File: src/rtl/stage_if_pkg.sv
// ---------------------------------------------------------------------------
// stage_if_pkg
// Shared constants for the instruction-fetch stage: bus widths, fetch FSM
// state encodings and the 2-bit saturating-counter helper used by the
// branch predictor.
// ---------------------------------------------------------------------------
package stage_if_pkg;

    localparam int MEM_ADDR_W = 32;   // fetch address bus width
    localparam int INST_W     = 32;   // instruction word width

    // Fetch FSM encodings (kept as plain constants for legacy tools).
    localparam logic [1:0] IF_IDLE = 2'd0;   // no request outstanding
    localparam logic [1:0] IF_WAIT = 2'd1;   // request outstanding, data wanted
    localparam logic [1:0] IF_DROP = 2'd2;   // request outstanding, data discarded

    // Counter value given to a freshly allocated BTB entry (weakly taken).
    localparam logic [1:0] CNT_ALLOC = 2'd2;

    // Saturating 2-bit counter step: up when taken, down otherwise, range 0..3.
    function automatic logic [1:0] sat_update(input logic [1:0] cnt, input logic taken);
        if (taken) begin
            return (cnt == 2'd3) ? cnt : cnt + 2'd1;
        end
        return (cnt == 2'd0) ? cnt : cnt - 2'd1;
    endfunction

endpackage

File: src/rtl/branch_predictor.sv
// ---------------------------------------------------------------------------
// branch_predictor
// Direct-mapped BTB with a 2-bit direction counter per entry.
//   clk, reset        : clock, synchronous active-high reset (valid bits only)
//   lookup_pc         : address being fetched; index = pc[IDX_W+1:2]
//   lookup_taken      : entry valid, tag matches and counter predicts taken
//   lookup_target     : stored target of the indexed entry
//   upd_valid         : a branch/JAL resolved this cycle
//   upd_pc/taken/target : resolved PC, actual direction, actual target
// The lookup is combinational on the array contents, so a lookup in the same
// cycle as an update to the same index sees the pre-update entry.
// ---------------------------------------------------------------------------
module branch_predictor
    import stage_if_pkg::*;
#(
    parameter int IDX_W = 6
) (
    input  logic                  clk,
    input  logic                  reset,
    input  logic [MEM_ADDR_W-1:0] lookup_pc,
    output logic                  lookup_taken,
    output logic [MEM_ADDR_W-1:0] lookup_target,
    input  logic                  upd_valid,
    input  logic [MEM_ADDR_W-1:0] upd_pc,
    input  logic                  upd_taken,
    input  logic [MEM_ADDR_W-1:0] upd_target
);

    localparam int ENTRIES = 1 << IDX_W;
    localparam int TAG_W   = MEM_ADDR_W - IDX_W - 2;

    logic [ENTRIES-1:0]    valid;
    logic [TAG_W-1:0]      tag_mem    [ENTRIES];
    logic [MEM_ADDR_W-1:0] target_mem [ENTRIES];
    logic [1:0]            cnt_mem    [ENTRIES];

    logic [IDX_W-1:0] lk_idx, up_idx;
    logic [TAG_W-1:0] lk_tag, up_tag;
    logic             up_hit;
    logic             unused_align;

    assign lk_idx = lookup_pc[IDX_W+1:2];
    assign lk_tag = lookup_pc[MEM_ADDR_W-1:IDX_W+2];
    assign up_idx = upd_pc[IDX_W+1:2];
    assign up_tag = upd_pc[MEM_ADDR_W-1:IDX_W+2];

    // Instructions are word aligned; the byte-offset bits carry no information.
    assign unused_align = ^{lookup_pc[1:0], upd_pc[1:0]};

    assign lookup_taken  = valid[lk_idx] && (tag_mem[lk_idx] == lk_tag) && cnt_mem[lk_idx][1];
    assign lookup_target = target_mem[lk_idx];

    assign up_hit = valid[up_idx] && (tag_mem[up_idx] == up_tag);

    // NOTE: sequential state uses non-blocking assignment so every register
    // samples pre-edge values, which is also what makes same-cycle lookups
    // see the old entry.
    always_ff @(posedge clk) begin
        if (reset) begin
            valid <= '0;
        end else if (upd_valid && (up_hit || upd_taken)) begin
            valid[up_idx] <= 1'b1;
        end
    end

    // NOTE: only the valid bits are reset; tag/target/counter arrays are
    // qualified by valid, so leaving them unreset keeps them plain RAM.
    always_ff @(posedge clk) begin
        if (upd_valid) begin
            if (up_hit) begin
                cnt_mem[up_idx] <= sat_update(cnt_mem[up_idx], upd_taken);
                if (upd_taken) begin
                    target_mem[up_idx] <= upd_target;
                end
            end else if (upd_taken) begin
                tag_mem[up_idx]    <= up_tag;
                target_mem[up_idx] <= upd_target;
                cnt_mem[up_idx]    <= CNT_ALLOC;
            end
        end
    end

endmodule

File: src/rtl/stage_if.sv
// ---------------------------------------------------------------------------
// stage_if
// Instruction-fetch stage: owns the fetch PC, issues one read at a time to the
// memory controller, and holds the fetched word in an output slot feeding the
// IF/ID latch. Taken branches are predicted through branch_predictor.
//   clk, reset         : clock, synchronous active-high reset
//   stall              : downstream cannot accept the slot
//   ex_redirect(_pc)   : restart fetch at the corrected PC (highest priority)
//   ex_br_*            : predictor update from a resolved branch/JAL
//   mem_req, mem_addr  : fetch request, address stable while pending
//   mem_ready, mem_inst: one-cycle response pulse and fetched word
//   if_valid, pc_o, inst_o, prediction_o : output slot
// ---------------------------------------------------------------------------
module stage_if
    import stage_if_pkg::*;
#(
    parameter int                    IDX_W    = 6,
    parameter logic [MEM_ADDR_W-1:0] RESET_PC = 32'h0
) (
    input  logic                  clk,
    input  logic                  reset,
    input  logic                  stall,
    input  logic                  ex_redirect,
    input  logic [MEM_ADDR_W-1:0] ex_redirect_pc,
    input  logic                  ex_br_valid,
    input  logic [MEM_ADDR_W-1:0] ex_br_pc,
    input  logic                  ex_br_taken,
    input  logic [MEM_ADDR_W-1:0] ex_br_target,
    output logic                  mem_req,
    output logic [MEM_ADDR_W-1:0] mem_addr,
    input  logic                  mem_ready,
    input  logic [INST_W-1:0]     mem_inst,
    output logic                  if_valid,
    output logic [MEM_ADDR_W-1:0] pc_o,
    output logic [INST_W-1:0]     inst_o,
    output logic                  prediction_o
);

    logic [1:0]            state;
    logic [MEM_ADDR_W-1:0] pc;
    logic [MEM_ADDR_W-1:0] req_addr;
    logic                  pred;
    logic [MEM_ADDR_W-1:0] btb_target;
    logic                  slot_free;
    logic                  consumed;

    branch_predictor #(.IDX_W(IDX_W)) u_branch_predictor (
        .clk           (clk),
        .reset         (reset),
        .lookup_pc     (req_addr),
        .lookup_taken  (pred),
        .lookup_target (btb_target),
        .upd_valid     (ex_br_valid),
        .upd_pc        (ex_br_pc),
        .upd_taken     (ex_br_taken),
        .upd_target    (ex_br_target)
    );

    assign mem_req   = (state != IF_IDLE);
    assign mem_addr  = req_addr;
    assign slot_free = !if_valid || !stall;
    assign consumed  = if_valid && !stall;

    always_ff @(posedge clk) begin
        if (reset) begin
            state        <= IF_IDLE;
            pc           <= RESET_PC;
            req_addr     <= RESET_PC;
            if_valid     <= 1'b0;
            pc_o         <= '0;
            inst_o       <= '0;
            prediction_o <= 1'b0;
        end else begin
            // Default: a consumed slot empties; a reload or flush below
            // overrides this because the later assignment wins.
            if (consumed) begin
                if_valid <= 1'b0;
            end

            case (state)
                IF_IDLE: begin
                    if (ex_redirect) begin
                        pc       <= ex_redirect_pc;
                        req_addr <= ex_redirect_pc;
                        if_valid <= 1'b0;
                        state    <= IF_WAIT;
                    end else if (slot_free) begin
                        req_addr <= pc;
                        state    <= IF_WAIT;
                    end
                end

                IF_WAIT: begin
                    if (ex_redirect) begin
                        pc       <= ex_redirect_pc;
                        if_valid <= 1'b0;
                        if (mem_ready) begin
                            // Old word retired this cycle: reissue immediately.
                            req_addr <= ex_redirect_pc;
                        end else begin
                            // Old word still in flight: swallow it first.
                            state <= IF_DROP;
                        end
                    end else if (mem_ready) begin
                        pc_o         <= req_addr;
                        inst_o       <= mem_inst;
                        prediction_o <= pred;
                        if_valid     <= 1'b1;
                        pc           <= pred ? btb_target : req_addr + 32'd4;
                        state        <= IF_IDLE;
                    end
                end

                IF_DROP: begin
                    if (ex_redirect) begin
                        pc <= ex_redirect_pc;
                    end
                    if (mem_ready) begin
                        // A redirect landing on the same edge supersedes pc.
                        req_addr <= ex_redirect ? ex_redirect_pc : pc;
                        state    <= IF_WAIT;
                    end
                end

                default: state <= IF_IDLE;
            endcase
        end
    end

endmodule

File: config.mk
export PLATFORM = sky130hd
export DESIGN_NAME = stage_if
export DESIGN_NICKNAME = d
export VERILOG_FILES = /design/src/rtl/stage_if_pkg.sv /design/src/rtl/branch_predictor.sv /design/src/rtl/stage_if.sv
export SDC_FILE = /design/constraint.sdc
export NUM_CORES = 2
export LEC_CHECK = 0
export CAP_MARGIN = 10
export CELL_PAD_IN_SITES_DETAIL_PLACEMENT = 0
export CELL_PAD_IN_SITES_GLOBAL_PLACEMENT = 1
export CORE_ASPECT_RATIO = 1.5
export CORE_MARGIN = 3
export CORE_UTILIZATION = 50
export DETAILED_ROUTE_END_ITERATION = 16
export PLACE_DENSITY = 0.81
export SLEW_MARGIN = 20
export SYNTH_ARGS = -nofsm -noshare
export SYNTH_HDL_FRONTEND = slang
export SYNTH_HIERARCHICAL = 1
export SYNTH_SLANG_ARGS = --single-unit
File: constraint.sdc
create_clock -name clk -period 9.71 [get_ports clk]
set_input_delay 2.4275 -clock clk [delete_from_list [all_inputs] [get_ports clk]]
set_output_delay 2.4275 -clock clk [all_outputs]
set_load 0.005 [all_outputs]
==> results.toml <==
[setup_path]
criticalPathCategory = "input pin to register"
start_kind = "input pin"
worst_r2r_startpoint = "mem_addr[2]"
slowest_stage = "nor3b_2"
max_stage_delay_ps = 960
cp-end-kind = "register"
reg2regPathDepth = 17
required_ps = 10270
crit_path_start = "ex_br_pc[7]"
critPathArrivalTime_ps = 8480
crit_buf_inv = 5
cp_cell_sequence = "clkdlybuf4s50_1 -> buf_4 -> nor3b_2 -> buf_4 -> a221o_1 -> nor4_2 -> xnor2_1 -> a2111oi_2 -> nand3_1 -> o21ai_4 -> buf_4 -> nor2_4 -> buf_4"
cp_top_family = "buffers and inverters"
critPathMostFrequentCell = "buf_4"
path_depth = 13
path_max_fanout = 16

[sta]
hold_ws_ps = 457
finalCritPeriodShare = 0.816
finalHoldViolations = 0
fmax_mhz = 126
fin_tns_setup_ps = 0
period_needed_ps = 7930
slew_headroom = 0.123
finalSetupViolCount = 0
setup_ws_ps = 1780
slew_viol_final = 0
skew_ps = 106
rsz0062_at_grt = "false"
worstMarginPinSlew_ps = 1320

[clock_network]
cts-root-buf = "clkbuf_16"
worstSkewPairLatency_ps = 960
cts_buffer_depth = 4
cts_hold_buf = 0
cts_tree = "built"
htreeDepth = 5
cts_sinks = 3908
cts_resized = 0
postCtsSetupBuffers = 0
cts_buffers = 358
clk_pin_slew_worst_paths_ps = 70

[routing]
drc = 0
via_count = 96500
first_iter_violations = 15600
viasPerCell = 7.26
wl_per_cell_um = 41.8
firstDrtPassIters = 9
totalWireLength_mm = 555
ant_nets = 0

[synth]
avgSynthCellArea_um2 = 19.7
synthesis.instances = 8334
seq_area_frac_synth = 0.702
synth_largest_area_cell = "edfxtp_1"
synth_fp_nets = 8470
async_reset_ff_frac = 0
ys_top_cells_by_area = "edfxtp_1 68%, mux4_2 18%, dfxtp_1 2.4%"
syn_area_mm2 = 0.164
netlist.area_leader.share = 0.678
synth_ff_type = "edfxtp_1"
synth_cell_types = 88
ys_ff_latch = 3908
ys_warn_count = 6
synth_edf_count = 3712

[hold_path]
whs_path_depth = 2
hold_start = "pc_o[17]"
hp-class = "register to register"

[die]
fp.dieW_um = 474
core_area_mm2 = 0.327
ioPinCount = 234
rows = 257
dieArea_mm2 = 0.336
die_y_um = 708
start_util = 0.503

[layout]
drive_above_1_share = 0.292
syn_to_final_growth_pct = 13.0
n_fill_cell = 23400
finalNetCount = 8836
finalNonFillerCells = 13300

[global_routing]
grt_overflow = 0
grt_pass1_vias = 96100
grt_max_degree = 139
grt_pass1_wl_mm = 762
grt_util_all_layers = 0.328
antenna_found_initial = 46

[status]
status = "complete, no violations"

[power_and_ir_drop]
ir_drop_mv = 0.139
power_mw = 37.1
clkPwrFrac = 0.391
comb_power_share = 0.106
pwr-share-seq = 0.503
power.leakage_nw = 56.9
p_int_mw = 28.4
power_density_mw_per_mm2 = 200
switching_share = 0.235
p_switching_mw = 8.72

[place]
place_hpwl_mm = 322
port_buffers = 231
placedCellCount = 12600
gp_congestion = 0.920
preCtsSetupSlack_ps = 1390

[flow_run]
maxCapViolCount = 0
## final cells by class
type                       instances  area, µm²  area share
sequential                      3908     115000       0.622
multi-input combinational       3785      47100       0.254
clock buffer                     450       9760      0.0526
timing repair buffer             633       5830      0.0314
tap                             4273       5350      0.0288
clock inverter                   193       2070      0.0111
antenna                           32       80.1    0.000431
inverter                          14       57.6    0.000310
## cell usage in the layout, fill, tap and decap left out, types with 92 or more instances in the layout
cell             synthesis  routed
clkbuf_16                0     371
dfxtp_1                196     190
mux4_2                1292    1292
a21oi_1                163     161
clkdlybuf4s50_1          0     171
a221oi_1               166     166
o22ai_1                 92      92
nand2_1                307     305
mux2i_1                340     340
buf_4                   34     358
a22oi_1                140     140
nor2_1                 338     249
o21ai_0                122     122
edfxtp_1              3712    3712
## worst register-to-register path, delay by kind of cell (launching register included)
| kind | cells | cell delay (ps) |
|---|---|---|
| and+or+nand+nor | 6 | 1780 |
| buffers and inverters | 4 | 1550 |
| muxes | 4 | 1500 |
| AOI/OAI and AO/OA | 2 | 1210 |
| DFF | 1 | 1030 |
| xor gates and xnor gates | 1 | 180 |
## synth_stat cells, types with 20 or more instances
cell type and n:
nor3_1 68, a22oi_1 140, xor2_1 26, a31oi_1 20
mux4_2 1292, dfxtp_1 196, mux2_2 86, a21oi_1 163
nand2b_1 30, o21ai_0 122, a211oi_1 50, a221o_1 30
buf_2 129, nand4_1 27, nand2_1 307, nor2_1 338
o22ai_1 92, nor3_2 40, buf_4 34, clkbuf_1 307
buf_1 134, a221oi_1 166, nand3_1 81, o22a_1 35
a22o_1 37, xnor2_1 33, mux2i_1 340, nor4_1 24
edfxtp_1 3712
## stage by stage
stage                     cell area (µm²)  utilization
final                              186000        0.568
after global routing               186000        0.568
after CTS                          185000        0.568
after detailed placement           174000        0.531
after global placement             173000        0.531
after floorplan                    164000            -
## sequential cells by signal (all words and copies together), names as in the netlist
register                       cells
prediction_o                       1
pc_o                              32
u_branch_predictor/cnt_mem       128
u_branch_predictor/tag_mem      1536
if_valid                           1
mem_addr                          32
u_branch_predictor/target_mem   2048
pc                                32
u_branch_predictor/valid          64
state                              2
inst_o                            32
## power groups by stage
stage,combinational (mW),sequential (mW),clock [mW]
after floorplan,2.34,19.0,0
after global placement,3.77,19.0,0
after detailed placement,3.83,19.0,0
after CTS,3.85,18.7,14.6
after global routing,4.03,18.7,15.2
final,3.93,18.7,14.5
## metal layers
layer / up-vias / GRT usage / wire (µm)
met5: - / 0.00275 / 345
li1: 36000 / - / -
met2: 8330 / 0.508 / 258000
met3: 2237 / 0.0930 / 69700
met4: 30 / 0.269 / 57400
met1: 49800 / 0.383 / 169000
## cell families after synthesis
group	after synthesis	share of synthesized area
and+or+nand+nor	1006	0.0292
xor gates and xnor gates	59	0.00315
DFF	3908	0.702
AOI/OAI and AO/OA	987	0.0431
buffers and inverters	641	0.0174
muxes	1731	0.205
adders and majority gates	2	0.000137
## path summary, 6_finish.rpt
check | to | slack [ps]
min | pc_o[17] | 460
max reg2reg | pc[16] | 2350
max | u_branch_predictor/tag_mem[4][20] | 1780
min reg2reg | pc_o[17] | 460
Note: power is estimated with default switching activity, not from simulation.
